<file path="config.mk">
export PLATFORM = sky130hd
export DESIGN_NAME = uio_port_ctrl
export DESIGN_NICKNAME = d
export VERILOG_FILES = /design/src/rtl/uio_port_ctrl.sv
export SDC_FILE = /design/constraint.sdc
export NUM_CORES = 1
export LEC_CHECK = 0
export CORE_ASPECT_RATIO = 0.5
export CORE_MARGIN = 2
export CORE_UTILIZATION = 45
export DETAILED_ROUTE_END_ITERATION = 7
export PLACE_DENSITY_LB_ADDON = 0.15
export SYNTH_ARGS = -nofsm -noshare
export SYNTH_HDL_FRONTEND = slang
export SYNTH_SLANG_ARGS = --single-unit
</file>
<file path="constraint.sdc">
create_clock -name clk -period 2.9 [get_ports clk]
set_clock_uncertainty 0.15 [all_clocks]
set_input_delay 0.58 -clock clk [delete_from_list [all_inputs] [get_ports clk]]
set_output_delay 0.58 -clock clk [all_outputs]
set_load 0.02 [all_outputs]
</file>
<file path="src/rtl/uio_port_ctrl.sv">
// ---------------------------------------------------------------------------
// uio_port_ctrl
//
// Command-driven controller for the 8-bit bidirectional user I/O bank. It is
// the sole driver of the pad output values (uio_out) and pad enables (uio_oe).
// A byte-serial command stream writes and modifies those registers. Readback
// bytes (pad inputs, output values, enables) are returned on a response
// channel. Pins come out of reset as inputs.
//
// Handshakes: a byte moves on the cmd channel at a rising clk edge where
// cmd_valid && cmd_ready. A byte moves on the rsp channel at an edge where
// rsp_valid && rsp_ready. While valid is high, the producer holds its data
// stable until the transfer edge.
//
// Ports:
//   clk, rst             clock, asynchronous active-high reset
//   cmd_valid/data/ready command byte stream (opcode or operand)
//   rsp_valid/data/ready readback byte stream
//   uio_in               raw asynchronous pad inputs (synchronised here)
//   uio_out, uio_oe      pad output values and enables (1 = drive)
//   err                  sticky protocol error, cleared by opcode 0x7F
//
// Build option: define UIO_CMD_TIMEOUT_EN to abandon a two-byte command when
// its operand has not arrived within TIMEOUT_CYCLES cycles. A timeout sets err.
// ---------------------------------------------------------------------------
module uio_port_ctrl #(
  parameter int         SYNC_STAGES    = 2,
  parameter logic [7:0] RESET_OUT      = 8'h00,
  parameter logic [7:0] RESET_OE       = 8'h00,
  parameter int         TIMEOUT_CYCLES = 255
) (
  input  logic       clk,
  input  logic       rst,
  input  logic       cmd_valid,
  input  logic [7:0] cmd_data,
  output logic       cmd_ready,
  output logic       rsp_valid,
  output logic [7:0] rsp_data,
  input  logic       rsp_ready,
  input  logic [7:0] uio_in,
  output logic [7:0] uio_out,
  output logic [7:0] uio_oe,
  output logic       err
);

  // Reject an out-of-range configuration at elaboration time.
  if (SYNC_STAGES < 2 || SYNC_STAGES > 4 ||
      TIMEOUT_CYCLES < 1 || TIMEOUT_CYCLES > 65535) begin : g_bad_cfg
    $error("uio_port_ctrl: SYNC_STAGES or TIMEOUT_CYCLES out of range");
  end

  localparam logic [7:0] OP_WRITE_OUT = 8'h01;
  localparam logic [7:0] OP_WRITE_OE  = 8'h02;
  localparam logic [7:0] OP_SET_OUT   = 8'h03;
  localparam logic [7:0] OP_CLR_OUT   = 8'h04;
  localparam logic [7:0] OP_TOG_OUT   = 8'h05;
  localparam logic [7:0] OP_READ_IN   = 8'h10;
  localparam logic [7:0] OP_READ_OUT  = 8'h11;
  localparam logic [7:0] OP_READ_OE   = 8'h12;
  localparam logic [7:0] OP_CLR_ERR   = 8'h7F;

  typedef enum logic [1:0] {
    ST_IDLE    = 2'd0,
    ST_OPERAND = 2'd1,
    ST_RSP     = 2'd2
  } state_e;

  state_e                        state_q;
  logic [7:0]                    opcode_q;
  logic [7:0]                    out_q;
  logic [7:0]                    oe_q;
  logic [7:0]                    rsp_data_q;
  logic                          rsp_valid_q;
  logic                          err_q;
  logic [SYNC_STAGES-1:0][7:0]   sync_q;
  logic [7:0]                    in_sync;
  logic [7:0]                    out_d;
  logic [7:0]                    oe_d;

`ifdef UIO_CMD_TIMEOUT_EN
  // The timeout fires on the edge that would take the count to the limit.
  localparam logic [15:0] TMO_LAST = 16'(TIMEOUT_CYCLES - 1);
  logic [15:0] tmo_cnt_q;
`endif

  assign in_sync   = sync_q[SYNC_STAGES-1];
  assign cmd_ready = (state_q != ST_RSP);
  assign rsp_valid = rsp_valid_q;
  assign rsp_data  = rsp_data_q;
  assign uio_out   = out_q;
  assign uio_oe    = oe_q;
  assign err       = err_q;

  // Register values that result from applying the current byte as the operand
  // of the latched opcode. They are only used on an operand accept.
  // Disabled pins are not masked: their uio_out bits still update.
  always_comb begin
    out_d = out_q;
    oe_d  = oe_q;
    case (opcode_q)
      OP_WRITE_OUT: out_d = cmd_data;
      OP_WRITE_OE:  oe_d  = cmd_data;
      OP_SET_OUT:   out_d = out_q | cmd_data;
      OP_CLR_OUT:   out_d = out_q & ~cmd_data;
      OP_TOG_OUT:   out_d = out_q ^ cmd_data;
      default:      ;
    endcase
  end

  always_ff @(posedge clk or posedge rst) begin
    if (rst) begin
      state_q     <= ST_IDLE;
      opcode_q    <= 8'h00;
      out_q       <= RESET_OUT;
      oe_q        <= RESET_OE;
      rsp_data_q  <= 8'h00;
      rsp_valid_q <= 1'b0;
      err_q       <= 1'b0;
      sync_q      <= '0;
`ifdef UIO_CMD_TIMEOUT_EN
      tmo_cnt_q   <= 16'd0;
`endif
    end else begin
      sync_q <= {sync_q[SYNC_STAGES-2:0], uio_in};

      case (state_q)
        ST_IDLE: begin
          if (cmd_valid) begin
            case (cmd_data)
              OP_WRITE_OUT, OP_WRITE_OE, OP_SET_OUT, OP_CLR_OUT, OP_TOG_OUT: begin
                opcode_q <= cmd_data;
                state_q  <= ST_OPERAND;
`ifdef UIO_CMD_TIMEOUT_EN
                tmo_cnt_q <= 16'd0;
`endif
              end
              OP_READ_IN: begin
                rsp_data_q  <= in_sync;
                rsp_valid_q <= 1'b1;
                state_q     <= ST_RSP;
              end
              OP_READ_OUT: begin
                rsp_data_q  <= out_q;
                rsp_valid_q <= 1'b1;
                state_q     <= ST_RSP;
              end
              OP_READ_OE: begin
                rsp_data_q  <= oe_q;
                rsp_valid_q <= 1'b1;
                state_q     <= ST_RSP;
              end
              OP_CLR_ERR: err_q <= 1'b0;
              default:    err_q <= 1'b1;
            endcase
          end
        end

        ST_OPERAND: begin
          // An operand arriving on the timeout edge still takes priority.
          if (cmd_valid) begin
            out_q   <= out_d;
            oe_q    <= oe_d;
            state_q <= ST_IDLE;
          end
`ifdef UIO_CMD_TIMEOUT_EN
          else if (tmo_cnt_q == TMO_LAST) begin
            err_q   <= 1'b1;
            state_q <= ST_IDLE;
          end else begin
            tmo_cnt_q <= tmo_cnt_q + 16'd1;
          end
`endif
        end

        ST_RSP: begin
          if (rsp_ready) begin
            rsp_valid_q <= 1'b0;
            state_q     <= ST_IDLE;
          end
        end

        default: state_q <= ST_IDLE;
      endcase
    end
  end

endmodule

</file>
==> summary.json <==
{
  "setup_path": {
    "worstSetupEndpointType": "register",
    "timing.setup.critical_path_class": "in -> reg",
    "worstPathArrival_ns": 2.55,
    "critPathMaxStageDelay_ns": 0.53,
    "path_max_fanout": 11,
    "critical-path-slowest-cell": "sky130_fd_sc_hd__clkdlybuf4s50_1",
    "depth_of_the_worst_register_to_register_path": 4,
    "cp_cell_sequence": "clkdlybuf4s50_1 > or3b_2 > or3_4 > o41ai_1 > a211o_1",
    "r2r-end": "uio_out[2]",
    "critPathRequiredTime_ns": 2.98,
    "crit_path_start_kind": "input port",
    "cp-startpoint": "cmd_valid",
    "reg2reg_from": "opcode_q[2]",
    "r2r_slack_ns": 0.74,
    "cp-endpoint": "rsp_data[7]"
  },
  "placement": {
    "place_hpwl_um": 4790,
    "gp_congestion": 0.816,
    "detailedPlace.worstSlack_ns": 0.161,
    "buffer_ports.inserted": 46,
    "dp.cells": 362
  },
  "global_routing": {
    "grt.met2_usage_pct": 34.8,
    "grt_first_pass_wirelength_um": 10600,
    "use_met1_pct": 30.0,
    "top_usage_layer": "met2",
    "gr-usage-all-layers_pct": 21.3,
    "globalRouteOverflowTotal": 0,
    "antenna_violations_before_repair": 0,
    "first_global_vias": 2064,
    "grt_max_degree": 37,
    "grt_util_met3_pct": 4.60
  },
  "yosys": {
    "seq_area_frac_synth_pct": 49.7,
    "ys_ff_latch": 52,
    "syn_area_per_cell_um2": 10.8,
    "post-synth-top-area-fraction_pct": 49.7,
    "syn-instance-count": 242,
    "synth_top_cell_by_area": "sky130_fd_sc_hd__dfrtp_1",
    "ys_warn_count": 0,
    "mappedNetlistNets": 278,
    "total_standard_cell_area_after_synthesis_um2": 2620,
    "yosysUniqueCellTypes": 42,
    "main_area_contributors_after_synthesis": "sky130_fd_sc_hd__dfrtp_1 50%, sky130_fd_sc_hd__ha_1 7.6%, sky130_fd_sc_hd__mux2_2 3.4%"
  },
  "clock_network": {
    "worstSkewPairLatency_ns": 0.29,
    "clock_tree.htree_level_count": 2,
    "numClockSinks": 52,
    "clock_tree.buffer_depth": 2,
    "cts_made_buffers": 5,
    "post_cts_buffers": 0,
    "clkSlewWorstSetupHoldPaths_ns": 0.07,
    "clk_root_buffer_cell": "sky130_fd_sc_hd__clkbuf_16",
    "tritoncts": "yes",
    "cts-hold-fix-buffers": 0,
    "cts.repair.resized": 0
  },
  "detailed_routing": {
    "detailroute.via_count": 2138,
    "drt_first_pass_iters": 4,
    "postRouteWirelength_um": 6550,
    "vias_per_cell": 5.78,
    "drc": 0,
    "first_iter_violations": 90,
    "final_antenna_net_count": 0,
    "wire_per_inst_um": 17.7
  },
  "floorplanning": {
    "fp.dieArea_um2": 6490,
    "floorplan.initialDensity_pct": 47.3,
    "placeableCoreArea_um2": 5540,
    "floorplan.rows": 19,
    "die_w_um": 112,
    "floorplan.io_pins": 47,
    "floorplan.die.height_um": 58.0
  },
  "final_layout": {
    "instances_no_fill": 370,
    "drive_gt1_share_pct": 12.5,
    "most-common-layout-cells": "52 x sky130_fd_sc_hd__dfrtp_1, 46 x sky130_fd_sc_hd__clkdlybuf4s50_1, 21 x sky130_fd_sc_hd__nand2_1",
    "syn2layout_area_growth_pct": 28.6,
    "ant_diodes": 0,
    "filler_cell_count": 480,
    "layout_commonest_cell": "sky130_fd_sc_hd__dfrtp_1",
    "layout.nets": 332
  },
  "run_status": {
    "result_of_the_run": "finished clean"
  },
  "timing": {
    "report.final.setup_viol": 0,
    "fin_hold_ws_ns": 0.200,
    "grt_setup_unrepaired": "false",
    "final_report_hold_violation_count": 0,
    "max-slew-margin-rel_pct": 51.9,
    "max_slew.worst_pin.slew_ns": 0.721,
    "finalWorstSetupSlack_ns": 0.436,
    "achievable-frequency_mhz": 406,
    "slew_violations": 0,
    "totalNegativeSetupSlack_ns": 0,
    "post-route-period-util_pct": 85.0,
    "final.min_clock_period_ns": 2.46
  },
  "flow_run": {
    "timing.max_cap.violations": 0
  },
  "pwr": {
    "powerDensity_nw_per_um2": 521,
    "vdd_ir_drop_max_mv": 0.344,
    "power.static_leakage_nw": 1.45
  },
  "min_path": {
    "hold_path.class": "reg -> reg"
  }
}
## layout make-up
class / instances / area [um^2] / area share, %
Clock inverter: 3 / 22.5 / 0.669
Multi-Input combinational cell: 158 / 1190 / 35.4
Clock buffer: 5 / 125 / 3.71
Inverter: 19 / 71.3 / 2.12
Timing Repair Buffer: 60 / 566 / 16.8
Sequential cell: 52 / 1300 / 38.6
Tap cell: 73 / 91.3 / 2.71
## synthesized netlist by cell type (all sizes together)
library cell / n
a211o: 8
a21oi: 3
a31oi: 8
a32o: 7
a41oi: 7
and2: 6
and3b: 1
and4b: 1
buf: 2
clkbuf: 11
dfrtp: 52
ha: 16
inv: 19
mux2: 8
mux2i: 8
nand2: 21
nand2b: 2
nand3: 1
nand4: 2
nand4b: 1
nor2: 18
nor2b: 2
nor3: 10
nor3b: 3
nor4: 3
nor4b: 6
nor4bb: 1
o211ai: 1
o21ai: 4
o221ai: 1
o22a: 1
o22ai: 2
o41ai: 1
or2b: 1
or3: 2
or3b: 1
or4: 1
## worst max-delay path, delay by kind of cell
kind | cells | cell delay, ns
AO/OA/AOI/OAI | 2 | 0.44
buffers and inverters | 1 | 0.53
AND/OR/NAND/NOR | 2 | 1.00
## sequential cells by signal, summed over array words and instances (netlist names)
name,cells
err,1
in_sync,8
opcode_q,8
rsp_data,8
rsp_valid,1
state_q,2
sync_q,8
uio_oe,8
uio_out,8
## how the worst min path moves through the flow
stage,from,endpoint,slack (ns),depth (start not counted)
after floorplan,sync_q[0],in_sync[0],0.18,0
after global placement,sync_q[4],in_sync[4],0.18,0
after detailed placement,sync_q[3],in_sync[3],0.18,0
after CTS,sync_q[3],in_sync[3],0.20,0
after global routing,sync_q[5],in_sync[5],0.20,0
final,sync_q[3],in_sync[3],0.20,0
## where the power goes
part	switching, W	internal, W
sequential	0.0000723	0.000769
combinational	0.000166	0.000153
clock	0.000272	0.000323
total	0.000511	0.00125
## cells by family (layout without fill, tap and decap cells)
family | after synthesis | in the layout | share of synthesized area [%]
DFF | 52 | 52 | 49.7
and+or+nand+nor | 83 | 83 | 18.6
muxes | 16 | 16 | 6.50
adders and majority gates | 16 | 16 | 7.64
buffers and inverters | 32 | 87 | 4.87
AOI/OAI and AO/OA | 43 | 43 | 12.7
## per-layer routing
metal / part of all wire [%] / vias to the layer above
met1: 44 / 1086
met5: 0 / -
li1: - / 977
met3: 7.9 / 4
met2: 48 / 71
met4: 0.27 / 0
## metrics by stage
stage	power [W]	utilization (%)	instance area [um^2]
finish	0.00176	60.8	3370
detailed placement	0.00117	58.1	3220
CTS	0.00177	60.8	3370
global route	0.00184	60.8	3370
floorplan	0.00101	-	2620
global placement	0.00116	58.1	3220
No activity file was read; power rests on OpenSTA's default activity.
==> patch 1, RTL diff (same flow settings) <==
`SYNC_STAGES`: 2 -> 4.
--- a/src/rtl/uio_port_ctrl.sv
+++ b/src/rtl/uio_port_ctrl.sv
@@ -26,3 +26,3 @@
 module uio_port_ctrl #(
-  parameter int         SYNC_STAGES    = 2,
+  parameter int         SYNC_STAGES    = 4,
   parameter logic [7:0] RESET_OUT      = 8'h00,
Behaviour: not the same (a bounded check fails within 4 cycles, from zero or initial values and one cycle with rst high).
==> patch 1 against the original RTL <==
- power is 52% higher
- sequential cell count rose by 16
- worst hold slack lost 0.0098 ns
- combinational power fell by 13%
- count of clock-buffer cells in the layout is 4 higher
- design area increased by 16%
- synthesized area rose by 10%
- routed wire length rose by 0.24%
- setup slack gained 0.13 ns
- clock power up 130%
- sequential power up 24%
- critical path type unchanged
- critical endpoint is now opcode_q[3]$_DFFE_PP0P_
- largest power group is now clock
- highest routed layer unchanged
==> patch 1: results (changes against the original RTL) <==
----------------------------------------------------
[Run status]
  Outcome ... finished clean

[Final layout]
  Fill cells ... 464 (-3.3%)

[Min path]
  Hold Path End ... sync_q[20]$_DFF_PP0_
  Hold_sp ... sync_q[12]$_DFF_PP0_

[Power and ir drop]
  Power in combinational cells ... 277 uW (-13%)
  Switching power summed over all nets ... 605 uW (+18%)
  Total power consumption of the routed design ... 2670 uW (+52%)
  Power in sequential cells ... 1040 uW (+24%)
  Maximum vdd ir drop ... 0.392 mV (+14%)

[Clock network]
  Cts bufs inserted ... 9 (+4)
  H-tree depth ... 3 (+1)

[Critical path]
  R2R Path Start ... opcode_q[0]$_DFFE_PP0P_
  Critical path peak fanout ... 6 (-5)
  Critical path destination ... opcode_q[3]$_DFFE_PP0P_
  Arrival time worst endpoint ... 2.41 ns (-0.14 ns)
  Delay of the slowest cell on the worst path ... 0.50 ns (-0.03 ns)
  Crit path from ... cmd_data[7]

[Yosys]
  Register area share after synthesis ... 59.0% (+9.3 points)
  Number of nets in the synthesized netlist ... 275 (-1.1%)
  Largest cells by area after synthesis ... sky130_fd_sc_hd__dfrtp_1 (59%), sky130_fd_sc_hd__ha_1 (6.9%), sky130_fd_sc_hd__o21ai_0 (3.3%)
  Number of unique standard cell types used by synthesis ... 37 (-12%)
  Top cell type's share of synthesized area ... 59.0% (+9.3 points)
  Most frequent cells after synthesis ... sky130_fd_sc_hd__dfrtp_1 (68), sky130_fd_sc_hd__inv_1 (21), sky130_fd_sc_hd__nand2_1 (19), sky130_fd_sc_hd__o21ai_0 (19), sky130_fd_sc_hd__ha_1 (16)

[Timing]
  Transition time at the pin with the least slew margin ... 0.755 ns (+0.0345 ns)
  Final hold slack ... 0.190 ns (-0.00978 ns)

[Drt]
  Via density per instance ... 5.34 (-7.6%)
  Violation count after the first detailed-routing iteration ... 104 (+16%)
  Total detailed-routing wirelength ... 6570 um (+0.24%)

[Placed design]
  Weighted congestion at the end of routability-driven global placement ... 0.828 (+1.5%)
  Placed wire-length estimate after detailed placement ... 4700 um (-1.9%)

[Global routing]
  Maximum number of pins on one net before global-route repair ... 49 (+32%)
  Tot GR Track Use ... 20.6% (-0.66 points)
  Number of global-route vias before repair ... 2138 (+3.6%)

----------------------------------------------------
## patch 1: cell types whose count changed after synthesis, sizes merged, moves of 8 or more
cell	change
o21ai	+15
clkbuf	-8
nor2	-8
nor3	-9
dfrtp	+16
a211o	-8
## patch 1: cell families after synthesis
family / synth area share [%]
buf+inv: 3.47
compound gates: 12.9
simple gates: 12.2
flops: 59.0
fa+ha+maj: 6.94
mux: 5.51
## patch 1: worst register-to-register path, cell delays in order, from the launching register on
cell and delay, ns:
sky130_fd_sc_hd__dfrtp_1 0.51, sky130_fd_sc_hd__and3b_1 0.27, sky130_fd_sc_hd__o2111ai_1 0.63, sky130_fd_sc_hd__a222oi_1 0.16, sky130_fd_sc_hd__mux2_2 0.32
## patch 1: layout make-up
cell class / instances / area, um2 / share of cell area (%)
inverter: 21 / 78.8 / 2.02
timing repair buffer: 57 / 556 / 14.2
clock inverter: 7 / 146 / 3.75
sequential: 68 / 1700 / 43.6
clock buffer: 9 / 225 / 5.77
tap: 88 / 110 / 2.82
multi-input combinational: 145 / 1080 / 27.8
## patch 1: layer usage
metal / global-route usage [%] / part of all wire [%] / wire length [um] / vias to the layer above
li1: - / - / - / 978
met1: 27.1 / 48 / 3130 / 1055
met2: 31.8 / 44 / 2890 / 70
met3: 8.19 / 7.3 / 478 / 7
met4: 6.89 / 0.94 / 62 / 0
met5: 0 / 0 / 0 / -
## patch 1: through the flow
stage               worst slack [ns]  cell area (um2)  util, %  instances
finish                         0.564             3900     63.6        395
global route                   0.404             3900     63.6        395
CTS                            0.575             3900     63.6        395
detailed placement             0.232             3530     57.6        379
global placement               0.282             3530     57.6        379
floorplan                      0.458             2880        -        239
==> patch 2, RTL diff (same flow settings) <==
Without the edit above. Encoding of `state_e`: now one-hot (3 bits for 3 states).
--- a/src/rtl/uio_port_ctrl.sv
+++ b/src/rtl/uio_port_ctrl.sv
@@ -61,6 +61,6 @@
 
-  typedef enum logic [1:0] {
-    ST_IDLE    = 2'd0,
-    ST_OPERAND = 2'd1,
-    ST_RSP     = 2'd2
+  typedef enum logic [2:0] {
+    ST_IDLE    = 3'b001,
+    ST_OPERAND = 3'b010,
+    ST_RSP     = 3'b100
   } state_e;
Behaviour: no difference found for any inputs over 10 cycles, from zero or initial values and one cycle with rst high; not proved beyond that.
==> patch 2 against the original RTL <==
- sequential cell count rose by 1
- die area grew 3.8%
- power down 1.4%
- routed wire length shrank 0.11%
- count of clock-buffer cells in the layout stayed put
- synthesized area grew 4.0%
- sequential power down 4.3%
- worst hold slack improved by 0.00082 ns
- design area grew 3.3%
- setup slack lost 0.069 ns
- critical path type is now flop to output pin
- critical endpoint is now cmd_ready
- largest cell class unchanged
- highest routed layer unchanged
==> patch 2: results (changes against the original RTL) <==
----------------------------------------------------
[Critical path]
  Endpoint of the lowest-slack register-to-register path ... uio_oe[4]$_DFFE_PP0P_
  Critical path peak fanout ... 6 (-5)
  R2R Path Start ... opcode_q[3]$_DFFE_PP0P_
  Critical path destination ... cmd_ready
  Arrival time worst endpoint ... 1.80 ns (-0.75 ns)
  Crit path from ... state_q[1]$_DFFE_PP0P_
  Depth of the worst register-to-register path ... 5 (+1)
  Kind of start point of the critical path ... flop
  Internal reg-to-reg setup slack ... 0.70 ns (-0.04 ns)

[Yosys]
  Number of nets in the synthesized netlist ... 289 (+4.0%)
  Share of synthesized registers carrying an async set or reset ... 100% (unchanged)
  Register area share after synthesis ... 48.7% (-0.93 points)
  Count of mapped cells out of synthesis ... 253 (+4.5%)
  Arithmetic-cell share of the synthesized area counting full adders, half adders and majority gates ... 7.35% (-0.29 points)
  Multiplexer share of the synthesized area ... 8.96% (+2.5 points)
  Largest cells by area after synthesis ... sky130_fd_sc_hd__dfrtp_1 (48%), sky130_fd_sc_hd__ha_1 (7.3%), sky130_fd_sc_hd__nor2_1 (4.5%)
  Most frequent cells after synthesis ... sky130_fd_sc_hd__dfrtp_1 (52), sky130_fd_sc_hd__nor2_1 (33), sky130_fd_sc_hd__inv_1 (19)
  Synthesized-area fraction occupied by ao, oa, aoi and oai cells ... 13.1% (+0.43 points)

[Placed design]
  Placed wire-length estimate after detailed placement ... 4790 um (about the same)
  Placed cell areas ... 3300 um2 (+2.6%)
  Placed Instances ... 373 (+3.0%)
  Place WS ... 0.137 ns (-0.0239 ns)
  Weighted congestion at the end of routability-driven global placement ... 0.855 (+4.8%)

[Power and ir drop]
  Pleak ... 0.00155 uW (+6.6%)
  Maximum vdd ir drop ... 0.323 mV (-6.0%)
  Cell Int Power ... 1300 uW (+4.1%)

[Timing]
  Transition time at the pin with the least slew margin ... 0.887 ns (+0.166 ns)
  Final hold slack ... 0.200 ns (+0.000822 ns)
  Tcrit/Tclk final ... 87.3% (+2.4 points)

[Min path]
  Depth of the worst hold-timing path ... 0 (unchanged)
  Hold_sp ... sync_q[4]$_DFF_PP0_
  Hold Path End ... in_sync[4]$_DFF_PP0_

[Drt]
  Via density per instance ... 5.45 (-5.7%)
  Violation count after the first detailed-routing iteration ... 148 (+64%)
  Total detailed-routing wirelength ... 6540 um (-0.11%)
  Via count ... 2076 (-2.9%)

[Global routing]
  Number of global-route vias before repair ... 1990 (-3.6%)
  Maximum number of pins on one net before global-route repair ... 28 (-24%)
  First-pass GRT wire length ... 10800 um (+1.8%)
  Tot GR Track Use ... 21.2% (-0.055 points)

[Final layout]
  Final net count ... 343 (+3.3%)
  Fraction of layout instances using a drive strength above 1 ... 15.3% (+2.8 points)

[Clock network]
  Clock slew at the register clock pins of the worst setup and hold paths ... 0.07 ns (about the same)
  Max Root-Sink Buffers ... 2 (unchanged)

[Run status]
  Outcome ... finished clean

----------------------------------------------------
-- patch 2: per-layer routing --
layer / routed length, um / global-route usage [%]
met1: 3550 / 34.0
met2: 2740 / 29.8
met3: 240 / 4.70
met4: 13 / 2.96
met5: 0 / 0
-- patch 2: critical path, stage by stage, from the launching register on --
cell	delay, ns
sky130_fd_sc_hd__dfrtp_1	0.43
sky130_fd_sc_hd__or3b_2	0.53
sky130_fd_sc_hd__clkdlybuf4s50_1	0.56
-- patch 2: area by class of cell --
type / count / area (um2)
Fill cell: 479 / 2180
Sequential cell: 53 / 1330
Timing Repair Buffer: 60 / 566
Inverter: 19 / 71.3
Clock inverter: 3 / 50.0
Clock buffer: 5 / 125
Tap cell: 73 / 91.3
Multi-Input combinational cell: 168 / 1250
-- patch 2: power by group through the flow --
stage          clock (uW)  combinational, uW  sequential, uW
2_1_floorplan           0                129             814
3_5_place_dp            0                225             821
3_3_place_gp            0                220             820
4_1_cts               711                225             805
5_1_grt               751                245             812
6_report              702                224             805
